==> src/rtl/tone_sequencer.sv <==
// Multi-channel tone sequencer: edge-detected triggers, fixed-priority preemptive
// arbitration, timed notes rendered as a sawtooth, and a mute toggle.
module tone_sequencer #(
  parameter  int NUM_CH = 4,
  parameter  int DIV_W  = 8,
  parameter  int DUR_W  = 8,
  parameter  int DAC_W  = 8,
  localparam int CH_W   = (NUM_CH > 1) ? $clog2(NUM_CH) : 1
) (
  input  logic                    clk,
  input  logic                    nRst,
  input  logic [NUM_CH-1:0]       trig_i,
  input  logic [NUM_CH*DIV_W-1:0] div_i,
  input  logic [DUR_W-1:0]        dur_i,
  input  logic                    mute_tgl_i,
  output logic [DAC_W-1:0]        dac_o,
  output logic                    active_o,
  output logic [CH_W-1:0]         ch_o,
  output logic                    mode_o
);

  typedef enum logic {IDLE, PLAY} state_t;

  state_t             state;
  logic [NUM_CH-1:0]  trig_q;
  logic               mute_q;
  logic [DIV_W-1:0]   div_l;
  logic [DIV_W-1:0]   cnt;
  logic [DUR_W-1:0]   dur_cnt;

  logic [NUM_CH-1:0]  rise;
  logic               mute_rise;
  logic               win_valid;
  logic [CH_W-1:0]    win_idx;
  logic [DIV_W-1:0]   win_div;
  logic               start;

  // NOTE: combinational logic uses blocking '=' with a default assigned first,
  // so every path drives every signal and no latch is inferred.
  always_comb begin
    rise      = trig_i & ~trig_q;
    mute_rise = mute_tgl_i & ~mute_q;
    win_valid = 1'b0;
    win_idx   = '0;
    // Scan high to low so the lowest-index rise is the last, winning, assignment.
    for (int c = NUM_CH - 1; c >= 0; c--) begin
      if (rise[c]) begin
        win_valid = 1'b1;
        win_idx   = CH_W'(c);
      end
    end
    win_div = div_i[int'(win_idx)*DIV_W +: DIV_W];
    start   = win_valid && ((state == IDLE) || (win_idx <= ch_o));
  end

  assign active_o = (state == PLAY);

  // NOTE: all sequential state uses non-blocking '<=' so every register
  // samples pre-edge values regardless of statement order.
  always_ff @(posedge clk or negedge nRst) begin
    if (!nRst) begin
      state   <= IDLE;
      trig_q  <= '0;
      mute_q  <= 1'b0;
      mode_o  <= 1'b1;
      ch_o    <= '0;
      div_l   <= '0;
      cnt     <= '0;
      dur_cnt <= '0;
      dac_o   <= '0;
    end else begin
      trig_q <= trig_i;
      mute_q <= mute_tgl_i;
      if (mute_rise || !mode_o) begin
        // A mute rise outranks any same-cycle trigger; OFF holds everything idle.
        if (mute_rise) mode_o <= ~mode_o;
        state   <= IDLE;
        cnt     <= '0;
        dur_cnt <= '0;
        dac_o   <= '0;
      end else if (start) begin
        state   <= PLAY;
        ch_o    <= win_idx;
        div_l   <= win_div;
        cnt     <= '0;
        dur_cnt <= dur_i;
        dac_o   <= '0;
      end else if (state == PLAY) begin
        if (dur_cnt == DUR_W'(1)) begin
          state   <= IDLE;
          cnt     <= '0;
          dur_cnt <= '0;
          dac_o   <= '0;
        end else begin
          // A zero duration never counts down, so the note sustains.
          if (dur_cnt != '0) dur_cnt <= dur_cnt - DUR_W'(1);
          if (cnt == div_l) begin
            cnt   <= '0;
            dac_o <= dac_o + DAC_W'(1);
          end else begin
            cnt <= cnt + DIV_W'(1);
          end
        end
      end
    end
  end

endmodule

==> config.mk <==
export PLATFORM = sky130hd
export DESIGN_NAME = tone_sequencer
export DESIGN_NICKNAME = d
export VERILOG_FILES = /design/src/rtl/tone_sequencer.sv
export SDC_FILE = /design/constraint.sdc
export NUM_CORES = 1
export LEC_CHECK = 0
export ABC_AREA = 1
export ABC_CLOCK_PERIOD_IN_PS = 2400
export CORE_MARGIN = 8
export CORE_UTILIZATION = 45
export CTS_CLUSTER_DIAMETER = 60
export DETAILED_ROUTE_END_ITERATION = 12
export GPL_ROUTABILITY_DRIVEN = 0
export PLACE_DENSITY = 0.72
export SYNTH_ARGS = -nofsm -noshare
export SYNTH_HDL_FRONTEND = slang
export SYNTH_SLANG_ARGS = --single-unit
==> constraint.sdc <==
create_clock -name clk -period 2.4 [get_ports clk]
set_clock_uncertainty 0.15 [all_clocks]
set_input_delay 0.6 -clock clk [delete_from_list [all_inputs] [get_ports clk]]
set_output_delay 0.6 -clock clk [all_outputs]
set_load 0.05 [all_outputs]
==> out/summary.md <==
The worst register-to-register path begins at trig_q[3]. The critical path goes through clkdlybuf4s50_1. The clock reaches the later pin of the worst-skew pair after 0.30 ns. The routed design could run at a clock period as short as 2.32 ns.

Share of flip-flops with an asynchronous set or reset after synthesis: 1.00. Kind of start point of the critical path: a flop. For the count of pins on the block boundary, the log shows 59.

The post-detailed-route via-to-cell ratio was 4.94; the final non-filler cell total was 552. The logs give 0 for the number of routed nets with antenna violations and 0 for the yosys synthesis warning count. In this run the mean area of a mapped cell was 6.94 um^2. The worst-case IR drop observed on VDD is 0.604 mV. The area added between synthesis and finish is 34.5%, and the die outline area is 0.00886 mm^2. For the number of antenna cells inserted, the log shows 0. The share of total power consumed by net switching works out to 0.416.

The most used flip-flop cell after synthesis is sky130_fd_sc_hd__dfrtp_1. Once placement completed, the tool counted placed cells totaling 544. For the global routing usage summed across all routing layers, the log shows 0.163. Counting the buffers created by CTS gives 5. For the pin with the worst max-slew slack, the measured transition is 0.544 ns.

The run gives 1.23 mW as the net switching power of the design. The most frequent cell after synthesis was sky130_fd_sc_hd__nand2_1. After clock tree synthesis, the clock-pin slew on the worst setup and hold paths is 0.09 ns. The beginning of the critical path is dac_o[4].

The biggest fanout along the worst timing path is 5, and the power density relative to cell area is 802 mW/mm^2. For the power share of the sequential group, the log shows 0.333. The run gives 0 as the count of endpoints failing hold in the final timing report. Counting every instance in the synthesized netlist gives 396.

The final net count is 529. In the post-synthesis netlist, the biggest area contributors are sky130_fd_sc_hd__dfrtp_1 36%, sky130_fd_sc_hd__nand2_1 20%, sky130_fd_sc_hd__inv_1 7.2%. The tools report the initial antenna violation count as 0. The first routing iteration left 132 violations. The type of the worst setup path is flop to primary output.

Input and output buffers added on the ports amount to 58. For the worst slew margin relative to its limit, the log shows 0.637. Setup repair after global routing left no endpoint under its margin. The number of global-route vias before repair is 2655, and the post-synthesis register bit count is 41. In the final routed layout, each cell accounts on average for 12.7 um. The proportion of netlist area held by the largest area contributor was 0.364. The H-tree generated during clock tree synthesis spans 2 levels.

The tools report the capturing element type of the critical path as a primary output. The largest individual stage delay along the critical path comes from the cell sky130_fd_sc_hd__clkdlybuf4s50_1. For the half-perimeter wire length after placement, the log shows 5390 um.

Data arrives at the worst endpoint at 1.57 ns. The run gives 4 as the number of iterations in the first detailed-routing pass. The clock passes through at most 2 buffers. The run gives 41 as the CTS sink count. After synthesis, the most frequently instantiated cells are 149 x sky130_fd_sc_hd__nand2_1, 53 x sky130_fd_sc_hd__inv_1, 40 x sky130_fd_sc_hd__dfrtp_1.

Setup violations remaining at the end of the flow were counted as 0. The relative contribution of combinational cells to total power is 0.477. The share of total power in the clock network is 0.190, and the total via count after detailed routing is 2729.

After floorplanning, the core was sized to cover 0.00592 mm^2. The number of slew-limit violations in the final report was 0; the largest net degree at the start of global routing was 23. The run finished with clean final reports. The global-route wire length before repair was 11800 um. The worst hold-check slack was 0.124 ns. The cell type with the largest total area after synthesis is sky130_fd_sc_hd__dfrtp_1.

The layout cell share with drive strength beyond 1 was 0.138. The leakage component of the power was 1.88 nW. The die height is 94.1 um.

On the worst path, the slowest cell contributes a delay of 0.84 ns. Yosys mapped a number of flops with a built-in enable equal to 0. TritonCTS built the clock tree. CTS placed an instance of sky130_fd_sc_hd__clkbuf_8 at the clock tree root. The logs give 0.464 for the starting density of the core and 0.374 for the register area share after synthesis.

Across the run, the number of max-cap violations was 0. For this run, the top clock speed supported by timing is 431 MHz. The share of the core filled with cells is 0.624. The worst path meets setup with 0.0797 ns of slack. At the placement stage, the worst setup path has a slack of -0.402 ns. Number of buffers and inverters on the critical path: 1.

The initialized floorplan defines 28 standard-cell rows. The fraction of the cycle the final worst path needs was 0.967; the overall overflow remaining after global route was 0. At the worst endpoint, the required time is 1.65 ns. For this run, design rule violations remaining after detail routing come to 0. The post-synthesis instance area was 0.00275 mm^2. The internal power of the cells totals 1.73 mW. In this design, the largest share of critical-path delay is due to buffers and inverters.

The count of different cell masters after synthesis is 31, and the post-synthesis net count is 449. The post-detailed-routing wire length was 6990 um. Measured along the x axis, the die boundary spans 94.1 um. The worst hold path belongs to the class primary input to async pin.
cells by family after synthesis:
| kind of cell | share of synthesized area |
|---|---|
| simple gates | 0.402 |
| buf+inv | 0.0948 |
| flops | 0.374 |
| compound gates | 0.0697 |
| xor+xnor | 0.0319 |
| fa+ha+maj | 0.0273 |
per-stage QoR:
step                instance area [um^2]  power (mW)  TNS [ns]
global placement                    3550        2.33     -9.63
detailed placement                  3550        2.36    -12.21
global route                        3690        3.18         0
floorplan                           2750        1.91         0
finish                              3690        2.96         0
CTS                                 3690        2.98         0
routing by layer:
layer,share of wire,routed length [um],track usage,vias up
met5,0,0,0,-
met4,0.0063,44,0.0330,0
met3,0.047,325,0.0376,6
met1,0.45,3170,0.201,1274
li1,-,-,-,1385
met2,0.49,3450,0.281,64
repair_timing:
item	in CTS	in global routing
gates cloned	0	0
buffers inserted	0	0
gates resized for setup	16	3
setup endpoints to repair	27	6
hold buffers	0	0
endpoints found under the hold margin	0	0
pin swaps	6	2
area by class of cell:
class	instances	area [um^2]
multi-input cells	291	1500
flip-flops and latches	41	1030
clock inverters	2	35.0
clock buffers	6	72.6
inverters	56	210
repair buffers	81	759
well taps	75	93.8
fillers	549	2230
sequential cells by signal, summed over array words and instances, names as in the netlist:
register / flops
cnt: 8
dac_o: 8
div_l: 8
dur_cnt: 8
trig_q: 4
ch_o: 2
active_o: 1
mode_o: 1
mute_q: 1
placed cells by master (no fill, tap or decap), types with 8 or more instances in the layout:
master	Yosys	routed
sky130_fd_sc_hd__o21ai_0	20	17
sky130_fd_sc_hd__nand2_1	149	144
sky130_fd_sc_hd__nand2_2	3	8
sky130_fd_sc_hd__clkdlybuf4s50_1	0	50
sky130_fd_sc_hd__inv_1	53	52
sky130_fd_sc_hd__nand3_1	27	26
sky130_fd_sc_hd__buf_4	2	22
sky130_fd_sc_hd__nand3b_1	12	12
sky130_fd_sc_hd__dfrtp_1	40	40
sky130_fd_sc_hd__nor2_1	26	26
path summary, 6_finish.rpt:
kind                               to  slack [ns]  cells past startpoint
setup / recovery             dac_o[4]        0.08                      1
hold / removal               div_l[6]        0.12                      1
setup reg to reg           dur_cnt[5]        0.28                     14
hold reg to reg                mode_o        0.37                      1
max in group asynchronous      mode_o        1.40                      2
min in group clk               mode_o        0.37                      1
power by group through the flow:
stage / Sequential, mW / Combinational, mW / Clock [mW]
2_1_floorplan: 1.07 / 0.831 / 0
3_3_place_gp: 0.989 / 1.34 / 0
3_5_place_dp: 0.996 / 1.36 / 0
4_1_cts: 0.985 / 1.42 / 0.568
5_1_grt: 1.00 / 1.58 / 0.601
6_report: 0.986 / 1.41 / 0.563
No activity file was read; power rests on OpenSTA's default activity.
